### src/rtl/lbnl_afe_pkg.sv
// Shared definitions for the AFE calibration sequencer.
// Holds the sequencer state encoding, the threshold-trim width and a
// small helper for turning a programmed length into a down-counter preload.
package lbnl_afe_pkg;

  localparam int TRIM_W = 4;

  typedef enum logic [2:0] {
    IDLE   = 3'd0,
    TRIM   = 3'd1,
    SETTLE = 3'd2,
    INJECT = 3'd3,
    WAIT   = 3'd4,
    GAP    = 3'd5,
    DONE   = 3'd6
  } state_t;

  // A zero pulse length still yields a one-cycle pulse, so the preload
  // for the down-counter never underflows.
  function automatic logic [7:0] len_m1(input logic [7:0] len);
    return (len == 8'd0) ? 8'd0 : len - 8'd1;
  endfunction

endpackage

### src/rtl/lbnl_afe_sync2.sv
// Two-flop synchronizer for the asynchronous discriminator output.
// Both flops reset to 1 because outdis is active-low: 1 means "no hit".
module lbnl_afe_sync2 (
  input  logic clk,
  input  logic rst_n,
  input  logic d,
  output logic q
);

  logic meta;

  // Shift the raw input through two flops to resolve metastability.
  always_ff @(posedge clk or negedge rst_n) begin
    if (!rst_n) begin
      meta <= 1'b1;
      q    <= 1'b1;
    end else begin
      meta <= d;
      q    <= meta;
    end
  end

endmodule

### src/rtl/lbnl_afe_cal_seq.sv
// AFE calibration burst sequencer.
// Applies threshold trims, waits for them to settle, then fires n_inj
// injection strobes on S0 or S1, counting one hit per injection.
// Optional macro LBNL_AFE_TOT_EN adds time-over-threshold accumulation
// into tot_sum; without it tot_sum is tied to zero.
module lbnl_afe_cal_seq
  import lbnl_afe_pkg::*;
#(
  parameter int CNT_W    = 8,
  parameter int SETTLE_W = 10
) (
  input  logic                clk,
  input  logic                rst_n,
  input  logic                start,
  input  logic                abort,
  input  logic [CNT_W-1:0]    n_inj,
  input  logic [7:0]          pulse_len,
  input  logic [7:0]          window,
  input  logic [7:0]          gap,
  input  logic [SETTLE_W-1:0] settle,
  input  logic [TRIM_W-1:0]   dth1_cfg,
  input  logic [TRIM_W-1:0]   dth2_cfg,
  input  logic                inj_sel,
  input  logic                outdis,
  output logic                S0,
  output logic                S1,
  output logic [TRIM_W-1:0]   DTH1,
  output logic [TRIM_W-1:0]   DTH2,
  output logic                busy,
  output logic                done,
  output logic [CNT_W-1:0]    hit_cnt,
  output logic [15:0]         tot_sum
);

  localparam int TMR_W = (SETTLE_W > 8) ? SETTLE_W : 8;

  state_t              state, state_nx;
  logic [TMR_W-1:0]    timer, timer_nx;
  logic [CNT_W-1:0]    inj_left, left_nx;
  logic [7:0]          pulse_q, window_q, gap_q;
  logic [SETTLE_W-1:0] settle_q;
  logic                sel_q;
  logic                accept;
  logic                new_inj;
  logic                to_wait_chk, to_gap_chk, to_inj_chk;
  logic                outdis_sync;
  logic                hit, hit_en, hit_seen;

  assign accept = (state == IDLE) && start;
  assign hit    = ~outdis_sync;
  assign hit_en = (state == INJECT) || (state == WAIT);

  assign S0   = (state == INJECT) && !sel_q;
  assign S1   = (state == INJECT) &&  sel_q;
  assign busy = (state != IDLE);
  assign done = (state == DONE);

  lbnl_afe_sync2 u_sync (
    .clk   (clk),
    .rst_n (rst_n),
    .d     (outdis),
    .q     (outdis_sync)
  );

  // Next-state logic: zero-length phases fall through to the following
  // phase in the same cycle, and abort overrides every other transition.
  always_comb begin
    state_nx    = state;
    timer_nx    = timer;
    left_nx     = inj_left;
    new_inj     = 1'b0;
    to_wait_chk = 1'b0;
    to_gap_chk  = 1'b0;
    to_inj_chk  = 1'b0;
    case (state)
      IDLE: begin
        if (start) begin
          state_nx = TRIM;
          left_nx  = n_inj;
        end
      end
      TRIM: begin
        if (settle_q != '0) begin
          state_nx = SETTLE;
          timer_nx = TMR_W'(settle_q - SETTLE_W'(1));
        end else begin
          to_inj_chk = 1'b1;
        end
      end
      SETTLE: begin
        if (timer == '0) to_inj_chk = 1'b1;
        else             timer_nx = timer - TMR_W'(1);
      end
      INJECT: begin
        if (timer == '0) to_wait_chk = 1'b1;
        else             timer_nx = timer - TMR_W'(1);
      end
      WAIT: begin
        if (timer == '0) to_gap_chk = 1'b1;
        else             timer_nx = timer - TMR_W'(1);
      end
      GAP: begin
        if (timer == '0) to_inj_chk = 1'b1;
        else             timer_nx = timer - TMR_W'(1);
      end
      DONE:    state_nx = IDLE;
      default: state_nx = IDLE;
    endcase

    if (to_wait_chk) begin
      if (window_q != 8'd0) begin
        state_nx = WAIT;
        timer_nx = TMR_W'(window_q - 8'd1);
      end else begin
        to_gap_chk = 1'b1;
      end
    end
    if (to_gap_chk) begin
      if (gap_q != 8'd0) begin
        state_nx = GAP;
        timer_nx = TMR_W'(gap_q - 8'd1);
      end else begin
        to_inj_chk = 1'b1;
      end
    end
    if (to_inj_chk) begin
      if (inj_left != '0) begin
        state_nx = INJECT;
        timer_nx = TMR_W'(len_m1(pulse_q));
        left_nx  = inj_left - CNT_W'(1);
        new_inj  = 1'b1;
      end else begin
        state_nx = DONE;
      end
    end

    if (abort && (state != IDLE)) begin
      state_nx = IDLE;
      new_inj  = 1'b0;
    end
  end

  // Sequencer state, phase timer and remaining-injection count.
  always_ff @(posedge clk or negedge rst_n) begin
    if (!rst_n) begin
      state    <= IDLE;
      timer    <= '0;
      inj_left <= '0;
    end else begin
      state    <= state_nx;
      timer    <= timer_nx;
      inj_left <= left_nx;
    end
  end

  // Capture trims and burst configuration on an accepted start only, so
  // they stay stable for the whole burst and after it completes.
  always_ff @(posedge clk or negedge rst_n) begin
    if (!rst_n) begin
      DTH1     <= '0;
      DTH2     <= '0;
      pulse_q  <= '0;
      window_q <= '0;
      gap_q    <= '0;
      settle_q <= '0;
      sel_q    <= 1'b0;
    end else if (accept) begin
      DTH1     <= dth1_cfg;
      DTH2     <= dth2_cfg;
      pulse_q  <= pulse_len;
      window_q <= window;
      gap_q    <= gap;
      settle_q <= settle;
      sel_q    <= inj_sel;
    end
  end

  // Count at most one hit per injection; hit_seen re-arms on every new
  // injection and the counter saturates at all-ones.
  always_ff @(posedge clk or negedge rst_n) begin
    if (!rst_n) begin
      hit_cnt  <= '0;
      hit_seen <= 1'b0;
    end else if (accept) begin
      hit_cnt  <= '0;
      hit_seen <= 1'b0;
    end else begin
      if (hit_en && hit && !hit_seen && (hit_cnt != '1))
        hit_cnt <= hit_cnt + CNT_W'(1);
      hit_seen <= new_inj ? 1'b0 : (hit_seen | (hit_en & hit));
    end
  end

`ifdef LBNL_AFE_TOT_EN
  logic [15:0] tot_q;

  // Accumulate every enabled cycle with the discriminator firing.
  always_ff @(posedge clk or negedge rst_n) begin
    if (!rst_n)
      tot_q <= '0;
    else if (accept)
      tot_q <= '0;
    else if (hit_en && hit && (tot_q != 16'hFFFF))
      tot_q <= tot_q + 16'd1;
  end

  assign tot_sum = tot_q;
`else
  assign tot_sum = '0;
`endif

endmodule

### config.mk
export PLATFORM = sky130hd
export DESIGN_NAME = lbnl_afe_cal_seq
export DESIGN_NICKNAME = d
export VERILOG_FILES = /design/src/rtl/lbnl_afe_pkg.sv /design/src/rtl/lbnl_afe_sync2.sv /design/src/rtl/lbnl_afe_cal_seq.sv
export SDC_FILE = /design/constraint.sdc
export NUM_CORES = 1
export LEC_CHECK = 0
export ABC_AREA = 0
export BUFFER_PORTS_ARGS = -buffer_cell sky130_fd_sc_hd__buf_2
export CAP_MARGIN = 0
export CORE_MARGIN = 2
export CORE_UTILIZATION = 60
export CTS_CLUSTER_SIZE = 8
export DETAILED_ROUTE_END_ITERATION = 8
export PLACE_DENSITY = 0.86
export SLEW_MARGIN = 5
export SYNTH_ARGS = -nofsm -noshare
export SYNTH_HDL_FRONTEND = slang
export SYNTH_SLANG_ARGS = --single-unit
### constraint.sdc
create_clock -name clk -period 7.5 [get_ports clk]
set_input_delay 0.75 -clock clk [delete_from_list [all_inputs] [get_ports clk]]
set_output_delay 0.75 -clock clk [all_outputs]
set_load 0.05 [all_outputs]
==> impl_metrics.env <==
export IMPL_cp_start_kind="register"
export IMPL_finalSetupViolations=0
export IMPL_critPathBufInv=0
export IMPL_drt_iter0_drc=290
export IMPL_setup_slack_ns=4.53
export IMPL_synth_edf_count=0
export IMPL_cts_buffer_depth=2
export IMPL_tritoncts="built"
export IMPL_vdd_drop_max_uv=258
export IMPL_fin_crit_sh_pct=39.6
export IMPL_clk_pin_slew_worst_paths_ns=0.08
export IMPL_path_class="reg2reg"
export IMPL_cts_hold_buf=0
export IMPL_synthFlopType="dfrtp_1"
export IMPL_grt_pass1_wl_um=18800
export IMPL_vias=4031
export IMPL_ant_nets=0
export IMPL_path_delay_family="simple AND/OR/NAND/NOR gates"
export IMPL_hold_class="reg2reg"
export IMPL_post_cts_buffers=0
export IMPL_fin_crit_ns=2.97
export IMPL_critPathArrivalTime_ns=3.22
export IMPL_synth_seq_area_share_pct=41.9
export IMPL_cp_slowest_stage_delay_ns=0.61
export IMPL_grt_pass1_vias=3976
export IMPL_drv_slew=0
export IMPL_cap_viol_max_count=0
export IMPL_insertedDiodeCount=0
export IMPL_tns_ns=0
export IMPL_critPathSlowestCell="or3b_1"
export IMPL_fmax_mhz=337
export IMPL_ys_warn_count=0
export IMPL_dieArea_um2=8170
export IMPL_firstDrtPassIters=5
export IMPL_synth_area_um2=4480
export IMPL_wire_per_inst_um=15.7
export IMPL_synth_seq_cells=75
export IMPL_skew_ns=0.00841
export IMPL_cts_buffers=9
export IMPL_dp_hpwl_um=7890
export IMPL_route_detailed_drc=0
export IMPL_ctsResizeCount=0
export IMPL_worst_pin_slew_ns=1.20
export IMPL_die_width_um=90.4
export IMPL_cts_sinks=75
export IMPL_pre_cts_slack_ns=4.65
export IMPL_finalNetCount=661
export IMPL_relSlewSlack_pct=19.7
export IMPL_die_h_um=90.4
export IMPL_core_area_um2=7250
export IMPL_whs_ns=0.360
export IMPL_drive_above_1_share_pct=18.1
export IMPL_required_ns=7.75
export IMPL_fin_cells=702
export IMPL_io_pins=92
export IMPL_track_usage_pct=28.4
export IMPL_endpoint_kind="register"
export IMPL_finalHoldViolCount=0
export IMPL_grt_antenna_before_repair=0
export IMPL_clock_root_buffer="clkbuf_8"
export IMPL_syn_area_per_cell_um2=8.37
export IMPL_gp_congestion=0.980
export IMPL_async_flop_share_pct=100
export IMPL_rsz0062_at_grt="no"
export IMPL_h_tree_depth=3
export IMPL_dpl_cell_count=686
export IMPL_fp_row_count=31
export IMPL_port_buffers=75
export IMPL_initial_utilization_pct=61.8
export IMPL_grt_max_degree=76
export IMPL_overflow=0
export IMPL_pwr_density_cell_nw_per_um2=412
export IMPL_leakagePower_nw=2.38
export IMPL_totalWireLength_um=11100
export IMPL_area_delta_synth_final_pct=12.5
export IMPL_fill_cells=593
export IMPL_worstSkewPairLatency_ns=0.35
export IMPL_crit_fanout=21
export IMPL_status="complete, no violations"
export IMPL_vias_per_cell=5.74
export IMPL_cp_cell_sequence="or3b_1 > nor4_2 > a21oi_1 > a22oi_4 > mux2i_1 > a221oi_1"
export IMPL_ys_types=71
export IMPL_syn_inst=535
## through the flow
step	cell area (um^2)	power [W]	util, %
after global placement	4820	0.00168	66.4
after global routing	5040	0.00223	69.5
after detailed placement	4820	0.00171	66.4
final	5040	0.00208	69.5
after CTS	5040	0.00207	69.5
after floorplan	4540	0.00147	-
## kinds of logic (layout without fill, tap and decap cells)
kind of cell	after synthesis	in the layout	synth area share, %
xor gates and xnor gates	21	21	4.11
other	1	16	0.0837
DFF	75	75	41.9
and+or+nand+nor	256	256	27.3
adders and majority gates	7	7	1.95
buffers and inverters	65	118	7.29
muxes	9	9	2.07
AOI/OAI and AO/OA	101	101	15.3
## layout by cell type, fill, tap and decap left out, types with 3 or more instances in the layout
cell type / count
mux2i_1: 7
or3b_1: 4
xor2_1: 7
dfrtp_1: 73
o211ai_1: 3
inv_1: 25
conb_1: 16
nor2_1: 36
nand3_1: 10
nand4_1: 3
or4_1: 6
a21oi_1: 29
clkbuf_8: 9
or3_1: 9
nand2b_1: 3
o31ai_1: 4
a22oi_1: 3
o22ai_1: 7
nand2_1: 133
nor3b_1: 3
nor3_1: 23
nor2b_1: 4
o21ai_0: 17
xnor2_1: 14
nor4_1: 6
a211oi_1: 4
ha_1: 7
a31oi_1: 3
buf_2: 75
## cell type report
| type | instances | area, um^2 | share of cell area, % |
|---|---|---|---|
| multi-input cells | 410 | 2330 | 46.3 |
| flip-flops and latches | 75 | 1880 | 37.3 |
| repair buffers | 77 | 390 | 7.74 |
| clock buffers | 9 | 124 | 2.46 |
| well taps | 99 | 124 | 2.46 |
| clock inverters | 7 | 98.8 | 1.96 |
| inverters | 25 | 93.8 | 1.86 |
## layer usage
layer / routed length [um] / vias up / global-route usage [%]
met1: 4800 / 1903 / 37.2
li1: - / 1951 / -
met3: 695 / 18 / 6.01
met4: 167 / 0 / 8.59
met5: 0 / - / 0
met2: 5390 / 159 / 47.6
## synth_stat cells (all sizes together) (2+ instances only)
master,n,area share [%]
o211ai,3,0.50
nor2b,4,0.56
dfrtp,73,41
ha,7,2.0
nor3b,3,0.50
a21oi,29,3.2
nor4,8,1.6
or4,6,1.0
inv,25,2.1
nand3,10,1.1
nor2,36,3.0
mux2i,7,1.6
xnor2,14,2.7
a221oi,2,0.39
o311a,2,0.45
buf,25,3.9
a21o,2,0.34
or3,9,1.3
clkbuf,15,1.3
nand2b,3,0.42
dfstp,2,1.2
and2,3,0.47
o21ai,19,2.1
a22oi,4,0.98
a22o,2,0.39
o311ai,2,0.39
o41ai,2,0.39
nand2,133,11
nand4,3,0.42
mux2,2,0.50
a211o,2,0.39
nand3b,2,0.61
a211oi,4,0.67
o31ai,4,0.67
nor3,24,2.8
or4b,3,0.67
xor2,7,1.4
a31oi,4,0.70
o22ai,7,0.98
or3b,5,1.0
## path summary, 6_finish.rpt
path	start	end	slack, ns	cells past startpoint
max in group asynchronous	rst_n	inj_left[4]	6.26	2
min	u_sync.meta	u_sync.q	0.36	0
max	state[2]	inj_left[7]	4.53	6
max reg2reg	state[2]	inj_left[7]	4.53	6
min in group asynchronous	rst_n	settle_q[0]	0.60	2
min reg2reg	u_sync.meta	u_sync.q	0.36	0
## power by group
group,internal [W],switching [W],leakage [nW]
clock network,0.000190,0.000163,0.110
registers,0.000573,0.000206,0.932
logic,0.000354,0.000594,1.34
total,0.00112,0.000963,2.38
## worst register-to-register path, cell delays in order, from the launching register on
cell      delay [ns]
dfrtp_1         0.49
or3b_1          0.61
nor4_2          0.53
a21oi_1         0.20
a22oi_4         0.54
mux2i_1         0.18
a221oi_1        0.31
## registers in the layout, summed over array words and instances (netlist names)
signal / cells
pulse_q: 8
hit_seen: 1
u_sync.q: 1
window_q: 8
DTH1: 4
inj_left: 8
state: 3
settle_q: 10
timer: 10
DTH2: 4
hit_cnt: 8
gap_q: 8
u_sync.meta: 1
sel_q: 1
(Power assumes the default switching activity.)
